### config.mk
export PLATFORM = sky130hd
export DESIGN_NAME = uart_tx_scheduler_flat
export DESIGN_NICKNAME = d
export VERILOG_FILES = /design/src/rtl/uart_tx_scheduler_pkg.sv /design/src/rtl/uart_tx_scheduler_if.sv /design/src/rtl/uart_tx_scheduler_rr_arbiter.sv /design/src/rtl/uart_tx_scheduler.sv /design/src/flat_wrapper.sv
export SDC_FILE = /design/constraint.sdc
export NUM_CORES = 1
export LEC_CHECK = 0
export CORE_ASPECT_RATIO = 0.6
export CORE_MARGIN = 4
export CORE_UTILIZATION = 46
export DETAILED_ROUTE_END_ITERATION = 8
export GPL_TIMING_DRIVEN = 0
export HOLD_SLACK_MARGIN = 0.03
export PLACE_DENSITY = 0.82
export SLEW_MARGIN = 30
export SYNTH_ARGS = -nofsm -noshare
export SYNTH_HDL_FRONTEND = slang
export SYNTH_SLANG_ARGS = --single-unit
### constraint.sdc
create_clock -name Clock -period 3.21 [get_ports Clock]
set_input_delay 0.642 -clock Clock [delete_from_list [all_inputs] [get_ports Clock]]
set_output_delay 0.642 -clock Clock [all_outputs]
set_load 0.02 [all_outputs]
### src/rtl/uart_tx_scheduler_pkg.sv
// uart_tx_scheduler_pkg: FSM state encoding and default parameters for the UART transmit scheduler
package uart_tx_scheduler_pkg;
  typedef enum logic [2:0] {IDLE, ISSUE, WAIT_HI, WAIT_LO, DONE} state_t;
  localparam int DEF_NREQ = 4;
  localparam int DEF_BYTES = 4;
  localparam int DEF_HI_TIMEOUT = 16;
endpackage

### src/rtl/uart_tx_scheduler_if.sv
// uart_tx_scheduler_if: requester handshake plus UART din/enable/tx_busy signals
interface uart_tx_scheduler_if import uart_tx_scheduler_pkg::*; #(parameter int NREQ = DEF_NREQ);
  logic [NREQ-1:0] req;
  logic [NREQ*32-1:0] data;
  logic [NREQ-1:0] ack;
  logic [2:0] owner;
  logic busy;
  logic [7:0] tx_din;
  logic tx_wr_en;
  logic tx_busy;
  modport master (input req, data, tx_busy, output ack, owner, busy, tx_din, tx_wr_en);
  modport slave (output req, data, tx_busy, input ack, owner, busy, tx_din, tx_wr_en);
endinterface

### src/rtl/uart_tx_scheduler_rr_arbiter.sv
// rr_arbiter: combinational rotate-priority encoder, first request above last wins
module rr_arbiter import uart_tx_scheduler_pkg::*; #(parameter int NREQ = DEF_NREQ) (
  input  logic [NREQ-1:0] req,
  input  logic [2:0]      last,
  output logic [NREQ-1:0] gnt,
  output logic [2:0]      gnt_idx
);
  logic [NREQ-1:0] rot;
  int off;
  always_comb begin
    rot = NREQ'({req, req} >> (int'(last) + 1));
    off = 0;
    for (int i = NREQ - 1; i >= 0; i--) off = rot[i] ? i : off;
    gnt_idx = 3'((int'(last) + 1 + off) % NREQ);
    gnt = |req ? NREQ'(1) << gnt_idx : '0;
  end
endmodule

### src/rtl/uart_tx_scheduler.sv
// uart_tx_scheduler: round-robin sharing of one UART transmitter, one 32-bit word per grant
module uart_tx_scheduler import uart_tx_scheduler_pkg::*; #(
  parameter int NREQ = DEF_NREQ,
  parameter int BYTES = DEF_BYTES,
  parameter int HI_TIMEOUT = DEF_HI_TIMEOUT
) (
  input logic Clock,
  input logic Reset,
  uart_tx_scheduler_if.master bus
);
  localparam int TW = HI_TIMEOUT > 1 ? $clog2(HI_TIMEOUT) : 1;
  state_t state, state_n;
  logic [31:0] sh, word;
  logic [1:0] byte_cnt;
  logic [TW-1:0] to_cnt;
  logic [2:0] last, owner, gnt_idx;
  logic [NREQ-1:0] gnt;
  logic hi_done, last_byte;
  rr_arbiter #(.NREQ(NREQ)) u_arb (.req(bus.req), .last(last), .gnt(gnt), .gnt_idx(gnt_idx));
  assign word = 32'(bus.data >> (32 * gnt_idx));
  assign hi_done = bus.tx_busy || to_cnt == TW'(HI_TIMEOUT - 1);
  assign last_byte = byte_cnt == 2'(BYTES - 1);
  assign bus.tx_din = sh[7:0];
  assign bus.tx_wr_en = state == ISSUE && !bus.tx_busy;
  assign bus.busy = state != IDLE;
  assign bus.ack = state == DONE ? NREQ'(1) << owner : '0;
  assign bus.owner = owner;
  always_comb begin
    state_n = state;
    case (state)
      IDLE:    state_n = |gnt ? ISSUE : IDLE;
      ISSUE:   state_n = bus.tx_busy ? ISSUE : WAIT_HI;
      WAIT_HI: state_n = hi_done ? WAIT_LO : WAIT_HI;
      WAIT_LO: state_n = bus.tx_busy ? WAIT_LO : (last_byte ? DONE : ISSUE);
      default: state_n = IDLE;
    endcase
  end
  always_ff @(posedge Clock) begin
    if (!Reset) begin
      state <= IDLE;
      sh <= '0;
      byte_cnt <= '0;
      to_cnt <= '0;
      last <= 3'(NREQ - 1);
      owner <= '0;
    end else begin
      state <= state_n;
      if (state == IDLE && |gnt) begin
        sh <= word;
        byte_cnt <= '0;
        owner <= gnt_idx;
      end
      if (state == ISSUE) to_cnt <= '0;
      if (state == WAIT_HI && !hi_done) to_cnt <= to_cnt + TW'(1);
      if (state == WAIT_LO && !bus.tx_busy && !last_byte) begin
        sh <= sh >> 8;
        byte_cnt <= byte_cnt + 2'd1;
      end
      if (state == DONE) last <= owner;
    end
  end
endmodule
### src/flat_wrapper.sv
// flat-port wrapper written by rule: the top's interface ports become plain ports
module uart_tx_scheduler_flat import uart_tx_scheduler_pkg::*;
#(
  parameter int NREQ = DEF_NREQ,
  parameter int BYTES = DEF_BYTES,
  parameter int HI_TIMEOUT = DEF_HI_TIMEOUT
)
  (Clock, Reset, bus_req, bus_data, bus_tx_busy, bus_ack, bus_owner, bus_busy, bus_tx_din, bus_tx_wr_en);
  uart_tx_scheduler_if #(.NREQ(NREQ)) bus_i ();
  input logic Clock;
  input logic Reset;
  input wire logic [$bits(bus_i.req)-1:0] bus_req;
  input wire logic [$bits(bus_i.data)-1:0] bus_data;
  input wire logic [$bits(bus_i.tx_busy)-1:0] bus_tx_busy;
  output wire logic [$bits(bus_i.ack)-1:0] bus_ack;
  output wire logic [$bits(bus_i.owner)-1:0] bus_owner;
  output wire logic [$bits(bus_i.busy)-1:0] bus_busy;
  output wire logic [$bits(bus_i.tx_din)-1:0] bus_tx_din;
  output wire logic [$bits(bus_i.tx_wr_en)-1:0] bus_tx_wr_en;
  assign bus_i.req = bus_req;
  assign bus_i.data = bus_data;
  assign bus_i.tx_busy = bus_tx_busy;
  assign bus_ack = bus_i.ack;
  assign bus_owner = bus_i.owner;
  assign bus_busy = bus_i.busy;
  assign bus_tx_din = bus_i.tx_din;
  assign bus_tx_wr_en = bus_i.tx_wr_en;
  uart_tx_scheduler #(.NREQ(NREQ), .BYTES(BYTES), .HI_TIMEOUT(HI_TIMEOUT)) u_core (.Clock(Clock), .Reset(Reset), .bus(bus_i));
endmodule
# --- After elaboration in Yosys (flattened, before gate mapping) ---
# Cells that the tools add are included.
word_totals:
  register_bits: 47
  output_inout_bits: 17
  inputBits: 135
  wordCells: 58
op_classes:
  n_bitwise: 2
  n_reduce_logical: 17
  n_eq_ne: 6
  add_sub_neg: 4
  shifts: 4
  mux: 18
op_table:
  columns: ["op", "count"]
  rows:
  - ["128-bit by 8-bit right shift with 32-bit output", 1]
  - ["24-bit 2-to-1 mux", 2]
  - ["4-bit 2-to-1 mux", 4]
  - ["2-bit 2-to-1 mux", 7]
  - ["3-bit one-hot mux with 4 select lines", 1]
  - ["4-bit OR reduction", 2]
  - ["1-bit by 3-bit left shift with 4-bit output (first input constant)", 2]
  - ["8-bit by 4-bit right shift with 4-bit output", 1]
  - ["3-bit by 2-bit equality test with 1-bit output (second input constant)", 2]
  - ["3-bit 2-to-1 mux", 2]
  - ["1-bit logical AND", 5]
  - ["3-bit by 1-bit adder with 4-bit output (second input constant)", 1]
  - ["4-bit by 1-bit adder with 4-bit output (second input constant)", 1]
  - ["4-bit equality test (second input constant)", 1]
  - ["2-bit nonzero test", 2]
  - ["2-bit OR reduction", 2]
  - ["3-bit by 1-bit equality test with 1-bit output (second input constant)", 1]
  - ["3-bit equality test (second input constant)", 1]
  - ["1-bit zero test", 3]
  - ["3-bit zero test", 1]
  - ["3-bit nonzero test", 1]
  - ["2-bit by 1-bit adder with 2-bit output (second input constant)", 1]
  - ["2-bit adder", 1]
  - ["2-bit equality test (second input constant)", 1]
  - ["4 further kinds", 5]

# --- Logic depth before layout (Yosys ltp) ---
# Gate-level depths: netlist (run 1).
depth:
  ltp_word: 15
  ltp_mapped: 13
  depth_no_buf: 10

# --- Cells and area by module ---
# Synthesis (run 1) repeated with hierarchy kept, for this count alone.
unflattened:
  cells_unflattened: 338
  area_unflattened_um2: 3280.6
modules_own_cells:
  columns: ["module", "seq_area_each_um2", "area_per_inst_um2", "n_inst", "cells_each"]
  rows:
  - ["uart_tx_scheduler", 940.9, 2971.6, 1, 300]
  - ["rr_arbiter", 0.0, 309.0, 1, 38]

# --- Least setup slack after synthesis (run 1) ---
# Ideal clock, no wire load.
synth_timing:
  kind: "input to register"
  from: "in bus_req[1]"
  to: "reg u_core.sh[4]"
  stages: 10
  path_buffers: 3
  slack_ns: 0.383
  t_arrival_ns: 2.704
  setup_time_ns: 0.124
  t_required_ns: 3.086
  cell_sequence: "buf_6 > or4_1 > o211ai_1 > ha_1 > buf_2 > buf_1 > mux2i_1 > nor3_1 > mux2i_1 > nand3_1"
synth_via:
  elab_chain_len: 13
  word_cells_on_any_way: 17
  classes_between: "1 x add/sub; 3 x shift; 7 x mux; 1 x bitwise; 5 x reduce/logical"
synth_lines:
  columns: ["element", "line", "text"]
  rows:
  - ["start: declaration", "flat_wrapper.sv:12", "input wire logic [$bits(bus_i.req)-1:0] bus_req;"]
  - ["8-bit by 4-bit right shift with 4-bit output (*)", "uart_tx_scheduler_rr_arbiter.sv:11", "rot = NREQ'({req, req} >> (int'(last) + 1));"]
  - ["2-bit 2-to-1 mux (3 in a row)", "uart_tx_scheduler_rr_arbiter.sv:13", "for (int i = NREQ - 1; i >= 0; i--) off = rot[i] ? i : off;"]
  - ["2-bit 2-to-1 mux (*)", "uart_tx_scheduler_rr_arbiter.sv:13", null]
  - ["2-bit adder (*)", "uart_tx_scheduler_rr_arbiter.sv:14", "gnt_idx = 3'((int'(last) + 1 + off) % NREQ);"]
  - ["named net u_core.gnt_idx[0]", "uart_tx_scheduler.sv:16", "logic [2:0] last, owner, gnt_idx;"]
  - ["branches (longest 7 deep; another with 128-bit by 8-bit right shift with 32-bit output)", null, null]
  - ["end signal: assignment", "uart_tx_scheduler.sv:49", "sh <= word;"]
  - ["end signal: assignment", "uart_tx_scheduler.sv:56", "sh <= sh >> 8;"]
  - ["end: declaration", "uart_tx_scheduler.sv:13", "logic [31:0] sh, word;"]
# Mark *: on every way through the listed nets, which the timed path passes. The select of a mux whose other input is x is not followed.
# A chain may end at the register's enable or synchronous reset.

# --- Worst setup path after layout (run 1) ---
layout_timing:
  from: "reg u_core.state[0]"
  to: "out bus_busy"
layout_via:
  elab_chain_len: 1
layout_lines:
  columns: ["element", "line", "text"]
  rows:
  - ["start: declaration", "uart_tx_scheduler.sv:12", "state_t state, state_n;"]
  - ["start signal: assignment", "uart_tx_scheduler.sv:47", "state <= state_n;"]
  - ["3-bit nonzero test", "uart_tx_scheduler.sv:25", "assign bus.busy = state != IDLE;"]
  - ["end: declaration", "flat_wrapper.sv:17", "output wire logic [$bits(bus_i.busy)-1:0] bus_busy;"]
# Every way passes these cells.

==> summary.md, run 1 <==
| Metric | Value |
|---|---|
| Status | finished, final reports clean |
| First-pass GRT wire length | 23.1 mm |
| Synth warnings | 0 |
| Sw power | a little over 600 uW |
| Antenna violations before repair | 0 |
| Hold Crit Class | register to register |
| Area grow syn2layout | 45.3% |
| Fill count | 692 |
| CTS root buffer | clkbuf_16 |
| Top cell type by total area after synthesis | mux2i_1 |
| Ys flop type | dfxtp_1 |
| Clk sinks | between 40 and 50 |
| Crit-path cells | buf_4 > nor3_2 > clkbuf_1 > inv_1 > clkdlybuf4s50_1 |
| Sw Share | 0.316 |
| Footprint of the multi-input gates | ~3000 um^2 |
| DIE WIDTH | 132 um |
| H-tree Lvls | 2 |
| Vias per cell | approximately 6.0 |
| Num rows | 26 |
| Core area | between 8000 and 9000 um^2 |
| Clock insertion delay at the later pin of the skew report | 290 ps |
| Count leader, synth | mux2i_1 |
| TritonCTS clock tree | done |
| PwrDens | 318 nW/um^2 |
| Iter 0 DRT Violations | 520 |
| Max-slew violations | 0 |
| Period minus WS final | 2860 ps |
| Critical Path RT | 2570 ps |
| First-pass DRT Iterations | 5 |
| Largest net degree at the start of global routing | 14 |
| Worst stage delay on the critical path | about 550 ps |
| Ant diodes | 0 |
| Crit path kind | register to output pin |
| Max cap viols | 0 |
| Clock slew at reported path FFs | about 70 ps |
| Peak supply drop | roughly 0.00033 V |
| Crit path launch | u_core.state[0]$_SDFF_PN0_ |
| Via count | between 4000 and 5000 |
| Buffers on Ports | between 100 and 150 |
| Clock Skew | approximately 6.1 ps |
| Combinational power share | 0.383 |
| Area contributors post-synth | mux2i_1 (27%), dfxtp_1 (21%), nor3_1 (12%), a22o_1 (4.9%), nand3_1 (4.6%) |
| Min-delay src | u_core.to_cnt[3]$_SDFFE_PN0P_ |
| Seq pwr share | 0.335 |
| Final setup viols | 0 |
| Via count of the first global-routing pass | around 4600 |
| Gpl congestion | 0.964 |
| Internal Dissipation | between 1000 and 1500 uW |
| Share of layout cells above drive strength 1 | 0.148 |
| Final instance area | around 6000 um^2 |
| Fin crit share | 0.890 |
| Post-route worst setup slack | approximately 350 ps |
| F_max | 350 MHz |
| Wire per inst | approximately 18 um |
| # DRC | 0 |
| Critical Path End Type | output pin |
| Pre-CTS WS | -654 ps |
| Full die area | ~11000 um^2 |
| Cell depth of the worst hold path | 1 |
| CP max FO | 10 |
| Worst slew margin | 0.607 |
| Reg2reg start | u_core.last[0]$_SDFFE_PN1P_ |
| CTS max path bufs | 2 |
| RSZ-0062 raised after global routing | no |
| Cell variety after synth | ~50 |
| Top cell type's share of synthesized area | 0.266 |
| I/O pins | between 150 and 200 |
| Hold Fails Final Rpt | 0 |
| Area after DPL | a little under 6000 um^2 |
| Synth cell count leaders | mux2i_1 (113), nor3_1 (100), dfxtp_1 (45) |
| Starting density of the core | 0.486 |
| CTS buffer count | 5 |
| Seq cells post-synth | 45 |
| Mapped Cells | approximately 540 |
| Final wirelength | between 10 and 15 mm |
| Worst path slowest cell | clkdlybuf4s50_1 |
| Register area share after synthesis | 0.212 |
| NumNets Final | 834 |
| Utilization after layout | 0.706 |
| Async SR Flop Fraction | 0 |
| Post-DP HPWL | between 10 and 15 mm |
| LEAKAGE | between 0.002 and 0.003 uW |
| Clock share of power | 0.282 |
| EDFF count, synth | 0 |
| Syn nets | 679 |
| Syn_area_per_cell | just under 8 um^2 |
| ANT nets after route | 0 |
| Gr ovfl total | 0 |
| Sequential standard cell area | about 900 um^2 |
| Data arrival time of the worst path | 2220 ps |
| CP startpoint kind | register |
| GR Util All Layers | 0.263 |
| Die H | between 80 and 90 um |
| Worst-Margin Slew | 587 ps |
| Path depth of the worst reg2reg path | 12 |
| Synthesized area | between 4000 and 5000 um^2 |
==> power groups by stage <==
stage / combinational [uW] / sequential [uW] / clock, uW
floorplan: 421 / 651 / 0
global placement: 693 / 667 / 0
detailed placement: 716 / 667 / 0
CTS: 720 / 655 / 549
global route: 808 / 663 / 574
finish: 754 / 658 / 555
==> critical path, delay by kind of cell (launching register included) <==
family | cells | cell delay (ps)
flip-flops | 1 | 300
AND/OR/NAND/NOR | 1 | 390
buffers and inverters | 4 | 1230
==> repair_timing <==
item                                    4_1_cts  5_1_grt
gates cloned                                  0        0
buffers inserted                              0        1
pin swaps                                     0        2
hold buffers                                  0        0
resized for setup                            13       53
endpoints found under the setup margin       32       32
==> cell usage in the layout (no fill, tap or decap), types with 2 or more instances in the layout <==
| cell | synthesis | routed |
|---|---|---|
| a21boi_0 | 2 | 2 |
| a21oi_1 | 5 | 5 |
| a22o_1 | 24 | 24 |
| and3_1 | 2 | 2 |
| buf_2 | 24 | 16 |
| buf_4 | 19 | 24 |
| buf_6 | 5 | 11 |
| clkbuf_1 | 14 | 8 |
| clkbuf_16 | 0 | 5 |
| clkbuf_2 | 0 | 3 |
| clkbuf_4 | 0 | 5 |
| clkbuf_8 | 0 | 2 |
| clkdlybuf4s50_1 | 0 | 145 |
| dfxtp_1 | 45 | 45 |
| dlymetal6s2s_1 | 0 | 2 |
| ha_1 | 3 | 2 |
| inv_1 | 4 | 4 |
| mux2_2 | 8 | 8 |
| mux2i_1 | 113 | 100 |
| mux2i_2 | 0 | 12 |
| nand2_1 | 33 | 33 |
| nand2b_1 | 2 | 2 |
| nand3_1 | 39 | 39 |
| nand4_1 | 8 | 8 |
| nor2_1 | 34 | 34 |
| nor2b_1 | 3 | 3 |
| nor3_1 | 100 | 99 |
| nor3_2 | 1 | 2 |
| o211ai_1 | 11 | 11 |
| o21ai_0 | 2 | 2 |
| o32ai_1 | 2 | 2 |
| or2_1 | 5 | 5 |
| or2_2 | 5 | 5 |
| xnor2_2 | 2 | 2 |
==> flip-flops by register name, indices dropped and copies added (netlist names) <==
register	count
u_core.to_cnt	4
u_core.state	3
u_core.bus.owner	2
u_core.sh	32
u_core.byte_cnt	2
u_core.last	2
==> worst paths after layout <==
check / endpoint / slack [ps]
max: bus_busy / 350
min: u_core.to_cnt[3]$_SDFFE_PN0P_ / 480
max reg2reg: u_core.sh[0]$_SDFFE_PN0P_ / 480
min reg2reg: u_core.to_cnt[3]$_SDFFE_PN0P_ / 480
==> cells by family (layout without fill, tap and decap cells) <==
| kind of cell | Yosys count | in the layout | synth area share |
|---|---|---|---|
| compound gates | 56 | 56 | 0.107 |
| mux | 121 | 121 | 0.287 |
| other cells | 1 | 1 | 0.000881 |
| fa+ha+maj | 3 | 3 | 0.00882 |
| xor+xnor | 5 | 5 | 0.0138 |
| flops | 45 | 45 | 0.212 |
| simple gates | 239 | 239 | 0.276 |
| buf+inv | 71 | 227 | 0.0953 |
==> routing by layer <==
layer  part of all wire  GRT usage  wire, um  up-vias
met5                  0          0         0        -
met4              0.019     0.0685       290        0
met3               0.11     0.0521      1580       25
met2               0.45      0.438      6650      268
met1               0.43      0.355      6370     2248
li1                   -          -         -     2278
==> area by class of cell <==
| type | instances | area share |
|---|---|---|
| Buffer | 66 | 0.0743 |
| Clock buffer | 7 | 0.0247 |
| Clock inverter | 1 | 0.000810 |
| Inverter | 5 | 0.00304 |
| Multi-Input combinational cell | 425 | 0.489 |
| Sequential cell | 45 | 0.146 |
| Tap cell | 112 | 0.0227 |
| Timing Repair Buffer | 148 | 0.240 |
==> per-stage QoR <==
| step | hold WS (ps) | total power [uW] | cells | setup TNS (ps) |
|---|---|---|---|---|
| global placement | 440 | 1360 | 800 | -12370 |
| finish | 481 | 1970 | 809 | 0 |
| global route | 503 | 2040 | 809 | 0 |
| floorplan | 421 | 1070 | 541 | 0 |
| CTS | 482 | 1920 | 808 | -0.737 |
| detailed placement | 471 | 1380 | 800 | -16010 |
No activity file was read; power rests on OpenSTA's default activity.
==> run 2, diff against run 1 <==
--- a/config.mk
+++ b/config.mk
@@ -5,13 +5,15 @@
 export SDC_FILE = /design/constraint.sdc
 export NUM_CORES = 1
 export LEC_CHECK = 0
+export CELL_PAD_IN_SITES_DETAIL_PLACEMENT = 0
+export CELL_PAD_IN_SITES_GLOBAL_PLACEMENT = 1
 export CORE_ASPECT_RATIO = 0.6
 export CORE_MARGIN = 4
-export CORE_UTILIZATION = 46
+export CORE_UTILIZATION = 33
 export DETAILED_ROUTE_END_ITERATION = 8
 export GPL_TIMING_DRIVEN = 0
 export HOLD_SLACK_MARGIN = 0.03
-export PLACE_DENSITY = 0.82
+export PLACE_DENSITY_LB_ADDON = 0.1
 export SLEW_MARGIN = 30
 export SYNTH_ARGS = -nofsm -noshare
 export SYNTH_HDL_FRONTEND = slang
==> summary.md, run 2 (synthesized netlist as in run 1, its figures left out) <==
| Metric | Value |
|---|---|
| RSZ-0062 raised after global routing | no |
| Via count of the first global-routing pass | 4442 (-3.7%) |
| Buffers on Ports | 147 (unchanged) |
| Iter 0 DRT Violations | 323 (-38%) |
| CTS root buffer | clkbuf_16 |
| Top reg by flops | u_core.sh |
| Die H | 96.0 um (+16%) |
| Max FFs per register | 32 (unchanged) |
| Clock share of power | 0.306 (+0.024) |
| Fin crit share | 0.915 (+0.0250) |
| Vias per cell | 5.37 (-9.9%) |
| # DRC | 0 (unchanged) |
| Core area | 12300 um^2 (+41%) |
| Status | finished, final reports clean |
| I/O pins | 152 (unchanged) |
| Hold Crit Class | register to register |
| Area grow syn2layout | 46.2% |
| Period minus WS final | 2940 ps (+80.2 ps) |
| Total power | 2010 uW (+2.2%) |
| CP max FO | 10 (unchanged) |
| Worst-Margin Slew | 633 ps (+46.5 ps) |
| Max-slew violations | 0 (unchanged) |
| GR Util All Layers | 0.202 (-0.0614) |
| ANT nets after route | 0 (unchanged) |
| Full die area | 14800 um^2 (+36%) |
| First-pass GRT wire length | 23.5 mm (+1.6%) |
| Commonest non-fill, non-tap cell in the layout | clkdlybuf4s50_1 |
| Most frequent cells in the layout | clkdlybuf4s50_1 (145), mux2i_1 (108), nor3_1 (99) |
| Hold Fails Final Rpt | 0 (unchanged) |
| Max cap viols | 0 (unchanged) |
| Internal Dissipation | 1400 uW (+3.7%) |
| Final wirelength | 15.4 mm (+3.4%) |
| Final setup viols | 0 (unchanged) |
| CTS buffer count | 5 (unchanged) |
| NumNets Final | 836 (+0.24%) |
| Fill count | 1205 (+74%) |
| Footprint of the multi-input gates | 2980 um^2 (-1.3%) |
| Sw Share | 0.306 (-0.0104) |
| H-tree Lvls | 2 (unchanged) |
| TritonCTS clock tree | done |
| CP startpoint kind | register |
| Num rows | 31 (+19%) |
| Critical Path RT | 2570 ps (about the same) |
| Largest net degree at the start of global routing | 14 (unchanged) |
| Ant diodes | 0 (unchanged) |
| Gpl congestion | 0.869 (-9.9%) |
| Post-DP HPWL | 12.6 mm (+7.2%) |
| Clock Skew | 2.71 ps (-3.37 ps) |
| Sw power | 614 uW (-1.2%) |
| Share of layout cells above drive strength 1 | 0.137 (-0.0104) |
| Top Registers | u_core.sh x32, u_core.to_cnt x4, u_core.state x3 |
| Clk sinks | 45 (unchanged) |
| Critical Path End Type | output pin |
| Wire per inst | 17.8 um (-3.2%) |
| LEAKAGE | 0.00252 uW (+0.67%) |
| Hold buffer count at CTS | 0 (unchanged) |
| Flop2flop setup slack | 370 ps (-110 ps) |
| Crit path kind | register to output pin |
| Clock slew at reported path FFs | 60 ps (about the same) |
| Combinational power share | 0.367 (-0.016) |
| F_max | 340 MHz (-2.7%) |
| DIE WIDTH | 155 um (+17%) |
| Hold slack | 466 ps (-14.7 ps) |
| Gr ovfl total | 0 (unchanged) |
| Seq pwr share | 0.327 (-0.008) |
| Clock insertion delay at the later pin of the skew report | 290 ps (about the same) |
| Via count | 4638 (-3.8%) |
| Sequential standard cell area | 901 um^2 (unchanged) |
| First-pass DRT Iterations | 5 (unchanged) |
| Peak supply drop | 0.000219 V (-33%) |
| CTS max path bufs | 2 (unchanged) |
| Data arrival time of the worst path | 2300 ps (+80 ps) |
| PwrDens | 323 nW/um^2 (+1.5%) |
| Starting density of the core | 0.345 (-0.141) |
| Antenna violations before repair | 0 (unchanged) |
| Worst slew margin | 0.575 (-0.0312) |
## run 2: changes by cell type in the layout (fill, tap and decap cells not counted), sizes merged
cell	change
bufinv	+1
clkbuf	+1
buf	+1
clkinv	-1
## run 2: power by group through the flow
| stage | sequential (uW) | clock, uW | combinational [uW] |
|---|---|---|---|
| floorplan | 651 | 0 | 421 |
| finish | 658 | 615 | 738 |
| global route | 661 | 644 | 796 |
| global placement | 668 | 0 | 709 |
| detailed placement | 667 | 0 | 723 |
| CTS | 655 | 622 | 729 |
## run 2: worst paths after layout
path | from | endpoint | depth (start not counted)
worst max-delay path | u_core.state[0]$_SDFF_PN0_ | bus_busy | 5
worst min-delay path | u_core.to_cnt[3]$_SDFFE_PN0P_ | u_core.to_cnt[3]$_SDFFE_PN0P_ | 1
worst max register to register | u_core.last[1]$_SDFFE_PN1P_ | u_core.sh[3]$_SDFFE_PN0P_ | 10
worst min register to register | u_core.to_cnt[3]$_SDFFE_PN0P_ | u_core.to_cnt[3]$_SDFFE_PN0P_ | 1
## run 2: critical path: stages (launching register included)
cell,delay [ps]
dfxtp_1,300
buf_4,150
nor3_2,430
clkbuf_1,470
inv_1,100
clkdlybuf4s50_1,560
## run 2: cell type report
cell class,count,share of cell area
multi-input combinational,425,0.479
clock buffer,7,0.0229
tap,165,0.0332
inverter,5,0.00302
sequential,45,0.145
timing repair buffer,150,0.241
clock inverter,1,0.00483
buffer,66,0.0710
## run 2: metal layers
layer  part of all wire  track usage  up-vias
li1                   -            -     2283
met1               0.50        0.305     2140
met2               0.40        0.288      202
met3              0.089       0.0463       13
met4             0.0096       0.0411        0
met5                  0            0        -
## run 2: per-stage QoR
step | cells | utilization | area (um^2) | worst slack [ps] | TNS [ps]
after CTS | 861 | 0.498 | 6140 | 16.6 | 0
after global routing | 864 | 0.504 | 6220 | 191 | 0
final | 864 | 0.504 | 6220 | 272 | 0
after floorplan | 541 | - | 4260 | 383 | 0
after global placement | 853 | 0.481 | 5930 | -690 | -15980
after detailed placement | 853 | 0.481 | 5930 | -754 | -18300
## run 2: timing repair
action,in CTS,in global routing
setup buffers,0,3
resized for setup,20,23
endpoints found under the setup margin,32,32
